## config.mk

```make
export PLATFORM = sky130hd
export DESIGN_NAME = keypad_scanner
export DESIGN_NICKNAME = d
export VERILOG_FILES = /design/src/rtl/keypad_scanner.sv
export SDC_FILE = /design/constraint.sdc
export NUM_CORES = 1
export LEC_CHECK = 0
export BUFFER_PORTS_ARGS = -buffer_cell sky130_fd_sc_hd__buf_2
export CORE_UTILIZATION = 55
export DETAILED_ROUTE_END_ITERATION = 8
export MAX_ROUTING_LAYER = met4
export PLACE_DENSITY = 0.75
export SLEW_MARGIN = 30
export SYNTH_ARGS = -nofsm -noshare
export SYNTH_HDL_FRONTEND = slang
export SYNTH_SLANG_ARGS = --single-unit
```

## constraint.sdc

```tcl
create_clock -name fpgaClk -period 3.35 [get_ports fpgaClk]
set_input_delay 0.67 -clock fpgaClk [delete_from_list [all_inputs] [get_ports fpgaClk]]
set_output_delay 0.67 -clock fpgaClk [all_outputs]
set_load 0.1 [all_outputs]
```

## src/rtl/keypad_scanner.sv

```systemverilog
// 4x4 matrix keypad scanner: column strobing, whole-matrix debounce,
// single-key press events delivered over a valid/ack handshake.
module keypad_scanner #(
    parameter int SCAN_BITS      = 17,
    parameter int DEBOUNCE_SCANS = 4
) (
    input  logic       fpgaClk,
    input  logic       reset_n,
    input  logic [3:0] ROW,
    output logic [3:0] COL,
    output logic [3:0] key_code,
    output logic       key_valid,
    input  logic       key_ack,
    output logic       key_pressed,
    output logic       overrun
);

    localparam int MW = $clog2(DEBOUNCE_SCANS + 1);
    localparam logic [MW-1:0] MATCH_MAX = MW'(DEBOUNCE_SCANS);
    localparam logic [MW-1:0] MATCH_ONE = MW'(1);

    logic [3:0]           row_meta_q;
    logic [3:0]           row_sync_q;
    logic [SCAN_BITS-1:0] dwell_q;
    logic [SCAN_BITS-1:0] dwell_d;
    logic [1:0]           col_idx_q;
    logic [1:0]           col_idx_d;
    logic [3:0]           col_q;
    logic [3:0]           col_d;
    logic [15:0]          snap_q;
    logic [15:0]          snap_d;
    logic [15:0]          prev_q;
    logic [15:0]          prev_d;
    logic [15:0]          stable_q;
    logic [15:0]          stable_d;
    logic [MW-1:0]        match_q;
    logic [MW-1:0]        match_d;
    logic [3:0]           code_q;
    logic [3:0]           code_d;
    logic                 valid_q;
    logic                 valid_d;
    logic                 ovr_q;
    logic                 ovr_d;
    logic                 pressed_q;
    logic                 pressed_d;

    logic                 sample;
    logic                 complete;
    logic                 accept;
    logic                 one_key;
    logic                 event_w;
    logic [3:0]           ev_code;

    assign sample   = &dwell_q;
    assign complete = sample && (col_idx_q == 2'd3);

    always_comb begin
        dwell_d   = dwell_q + SCAN_BITS'(1);
        col_idx_d = col_idx_q;
        if (sample) begin
            col_idx_d = col_idx_q + 2'd1;
        end
        col_d = ~(4'b0001 << col_idx_d);
    end

    // Rows are inverted here so that a set snapshot bit means "pressed".
    always_comb begin
        snap_d = snap_q;
        if (sample) begin
            snap_d[{col_idx_q, 2'b00} +: 4] = ~row_sync_q;
        end
    end

    always_comb begin
        match_d = match_q;
        prev_d  = prev_q;
        if (complete) begin
            prev_d = snap_d;
            if (snap_d == prev_q) begin
                if (match_q != MATCH_MAX) begin
                    match_d = match_q + MATCH_ONE;
                end
            end else begin
                match_d = MATCH_ONE;
            end
        end
    end

    assign accept   = complete && (match_d == MATCH_MAX);
    assign stable_d = accept ? snap_d : stable_q;
    assign one_key  = (snap_d != 16'd0) &&
                      ((snap_d & (snap_d - 16'd1)) == 16'd0);
    assign event_w  = accept && (stable_q == 16'd0) && one_key;

    // Bit index b = col*4 + row maps to code {row, col}.
    always_comb begin
        ev_code = 4'd0;
        for (int i = 0; i < 16; i++) begin
            if (snap_d[i]) begin
                ev_code = {i[1:0], i[3:2]};
            end
        end
    end

    // An ack is applied first, so a same-cycle event lands in a free slot.
    always_comb begin
        valid_d = valid_q;
        ovr_d   = ovr_q;
        code_d  = code_q;
        if (key_ack && valid_q) begin
            valid_d = 1'b0;
            ovr_d   = 1'b0;
        end
        if (event_w) begin
            if (valid_d) begin
                ovr_d = 1'b1;
            end else begin
                valid_d = 1'b1;
                code_d  = ev_code;
            end
        end
        pressed_d = (stable_d != 16'd0);
    end

    always_ff @(posedge fpgaClk) begin
        if (!reset_n) begin
            row_meta_q <= 4'hF;
            row_sync_q <= 4'hF;
            dwell_q    <= '0;
            col_idx_q  <= 2'd0;
            col_q      <= 4'b1110;
            snap_q     <= 16'd0;
            prev_q     <= 16'd0;
            stable_q   <= 16'd0;
            match_q    <= '0;
            code_q     <= 4'd0;
            valid_q    <= 1'b0;
            ovr_q      <= 1'b0;
            pressed_q  <= 1'b0;
        end else begin
            row_meta_q <= ROW;
            row_sync_q <= row_meta_q;
            dwell_q    <= dwell_d;
            col_idx_q  <= col_idx_d;
            col_q      <= col_d;
            snap_q     <= snap_d;
            prev_q     <= prev_d;
            stable_q   <= stable_d;
            match_q    <= match_d;
            code_q     <= code_d;
            valid_q    <= valid_d;
            ovr_q      <= ovr_d;
            pressed_q  <= pressed_d;
        end
    end

    assign COL         = col_q;
    assign key_code    = code_q;
    assign key_valid   = valid_q;
    assign key_pressed = pressed_q;
    assign overrun     = ovr_q;

endmodule

```

==> metrics.md <==
| Metric | Value |
|---|---|
| Outcome | finished, violations left |
| Failing checks | setup timing |
| Dpl ws | -0.395 ns |
| CTS tree | yes |
| Congestion Overflow GR | 0 |
| DIE AREA | 8900 um2 |
| Fin. max-slew vios | 0 |
| Critical-path cell list | and4_4 > nand4_1 > nor2_2 > and4_4 > nand3_4 > nor2_4 > ha_4 > buf_6 > nand2_8 > a221oi_4 > o22ai_2 > nor4_2 > buf_4 > and4b_2 > buf_6 > mux2i_1 > nor2_1 |
| Diode count | 0 |
| Placer congestion estimate | 0.997 |
| Fin. Hold Viols | 0 |
| Final ANT Viol Nets | 0 |
| Maxcap violations | 0 |
| Yosys warns | 0 |
| DRC | 0 |
| Global-route wire length before repair | 21200 um |
| Initial antenna violation count | 0 |
| Actual slew at the worst max-slew pin | 0.897 ns |
| DR iter-0 viols | 396 |
| Vias per std cell | 6.21 |
| Syn Nets | 550 |
| Hold Path Class | flip-flop to flip-flop |
| Die width | 94.3 um |
| Mapped Area | 4690 um2 |
| Vias post-DR | 4526 |
| Largest net degree at the start of global routing | 51 |
| CP Launch Type | flip-flop |
| Total Routing Usage GR | 32.5% |
| # H-tree levels | 3 |
| Leak Pwr | 0.00234 uW |
| Vias in the first global route | 4216 |
| Rows | 33 |
| Peak VDD IR | 0.000315 V |
| Clk Latency, worst-skew pair | 0.36 ns |
| Final worst slack | -0.261 ns |
| Clk root buf | clkbuf_8 |
| IO Count | 18 |
| Placed insts | 693 |
| Layout cell share with drive strength beyond 1 | 32.4% |
| Asr flop ratio synth | 0% |
| Crit. End Element | flip-flop |
| Hold buffer count at cts | 0 |
| Crit path kind | flip-flop to flip-flop |
| Max incr delay on CP | 0.34 ns |
| Total power | 1840 uW |
| Placed Area | 5340 um2 |
| Total Wirelength | 13900 um |
| Worst-path fanout max | 8 |
| Area grow syn2layout | 29.1% |
| Clock-pin slew on the worst setup and hold paths | 0.08 ns |
| Total CTS buffers | 9 |
| Nets | 637 |
| Max Buffers Root-to-Sink | 2 |
| Post-Synthesis Cells | 534 |
| Initial Utilization | 57.0% |
| Die H | 94.3 um |
| Fin area | 6050 um2 |
| Fill count | 613 |
| CP max stage cell | dfxtp_2 |
| Yosys cell types | 74 |
| WL per Instance | 19.1 um |
| Non-filler cells in the finished layout | 729 |
| Commonest non-fill, non-tap cell in the layout | buf_4 |
| Clk_skew | 0.0122 ns |
| Syn_area_per_cell | 8.78 um2 |
| Rel. slew slack | 40.1% |
| Critical Path RT | 3.57 ns |
| FF+latch count, synth | 89 |
| Fmax | 277 MHz |
| Fin crit share | 108% |
| Sequential fraction of the synthesis area | 38.0% |
| Crit path DAT | 3.83 ns |
| EDFF count, synth | 0 |
| Hpwl dp | 9610 um |
| Core ar. | 8220 um2 |
| First drt pass iteration count | 5 |
| Dominant synthesized flop cell | dfxtp_1 |
| Commonest cells after routing, fill and taps aside | buf_4, dfxtp_1, nor2_1 |
| RSZ-0062 raised after global routing | yes |
| Final setup fails | 26 |
| TritonCTS Sinks | 89 |
| Final setup TNS | -4.80 ns |
| Port Buffers | 17 |
| Power per cell area | 304 nW/um2 |
| Final min period | 3.61 ns |
timing repair:
item,4_1_cts,5_1_grt
pin swaps,8,21
setup buffers,11,9
gates resized for setup,20,42
hold endpoints to repair,0,0
endpoints found under the setup margin,26,26
cloned,0,2
final timing paths:
check | slack [ns] | startpoint | cells past startpoint | end
hold reg to reg | 0.41 | row_meta_q[0] | 1 | row_sync_q[0]
hold / removal | 0.41 | row_meta_q[0] | 1 | row_sync_q[0]
setup / recovery | -0.26 | dwell_q[4] | 17 | stable_q[5]
setup reg to reg | -0.26 | dwell_q[4] | 17 | stable_q[5]
layer usage:
layer | GRT usage, % | up-vias | wire length, um
met5 | - | - | 0
met2 | 52.3 | 177 | 6570
li1 | - | 2137 | -
met3 | 6.07 | 50 | 802
met1 | 40.0 | 2162 | 6040
met4 | 13.2 | 0 | 516
critical path, delay by kind of cell (launching register included):
family / cells / cell delay, ns
simple gates: 10 / 1.74
compound gates: 2 / 0.48
buf+inv: 3 / 0.47
flops: 1 / 0.34
fa+ha+maj: 1 / 0.21
mux: 1 / 0.21
area by class of cell:
type,count,area [um2],area share (%)
inverters,12,45.0,0.744
repair buffers,113,885,14.6
flip-flops and latches,89,1790,29.5
multi-input cells,396,3020,49.9
clock inverters,3,42.5,0.703
clock buffers,11,141,2.34
well taps,105,131,2.17
sequential cells by signal, summed over array words and instances, names as in the netlist:
register	cells
dwell_q	17
row_sync_q	4
stable_q	16
key_pressed	1
key_valid	1
snap_q	16
row_meta_q	4
col_idx_q	2
match_q	3
COL	4
overrun	1
key_code	4
prev_q	16
synthesized netlist by cell type, drive strengths merged (5+ instances only):
cell type	count	share of area (%)
inv	12	0.96
and3	5	0.67
nand3	12	1.3
ha	9	2.4
a211oi	12	1.9
nor4	7	0.93
a221oi	8	1.5
and2	13	1.7
buf	18	2.4
a21oi	23	2.5
nor2b	5	0.67
nor3	7	0.75
a32oi	5	1.5
mux2i	17	3.6
nor2	69	5.5
o21ai	20	2.1
o32ai	10	1.9
nand2	37	3.0
nand2b	19	2.5
nand4	7	1.6
dfxtp	89	38
clkbuf	19	1.5
and4	7	1.3
a22oi	8	1.3
xnor2	7	1.3
xor2	12	2.2
through the flow:
step | hold WS [ns] | util [%]
6_report | 0.410 | 73.6
5_1_grt | 0.432 | 73.6
3_5_place_dp | 0.398 | 65.0
4_1_cts | 0.411 | 69.6
3_3_place_gp | 0.391 | 65.0
2_1_floorplan | 0.386 | -
cells by family after synthesis:
| group | Yosys count | share of synthesized area, % |
|---|---|---|
| compound gates | 131 | 21.4 |
| mux | 18 | 3.87 |
| xor+xnor | 19 | 3.55 |
| simple gates | 218 | 25.7 |
| buf+inv | 49 | 4.86 |
| fa+ha+maj | 10 | 2.62 |
| flops | 89 | 38.0 |
where the power goes:
| group | internal, uW | leakage, uW | switching, uW |
|---|---|---|---|
| Clock | 356 | 0.0000913 | 358 |
| Sequential | 1060 | 0.000721 | 11.1 |
| Combinational | 15.4 | 0.00152 | 33.6 |
| Total | 1440 | 0.00234 | 403 |
Power figures use the tool's default switching activity.
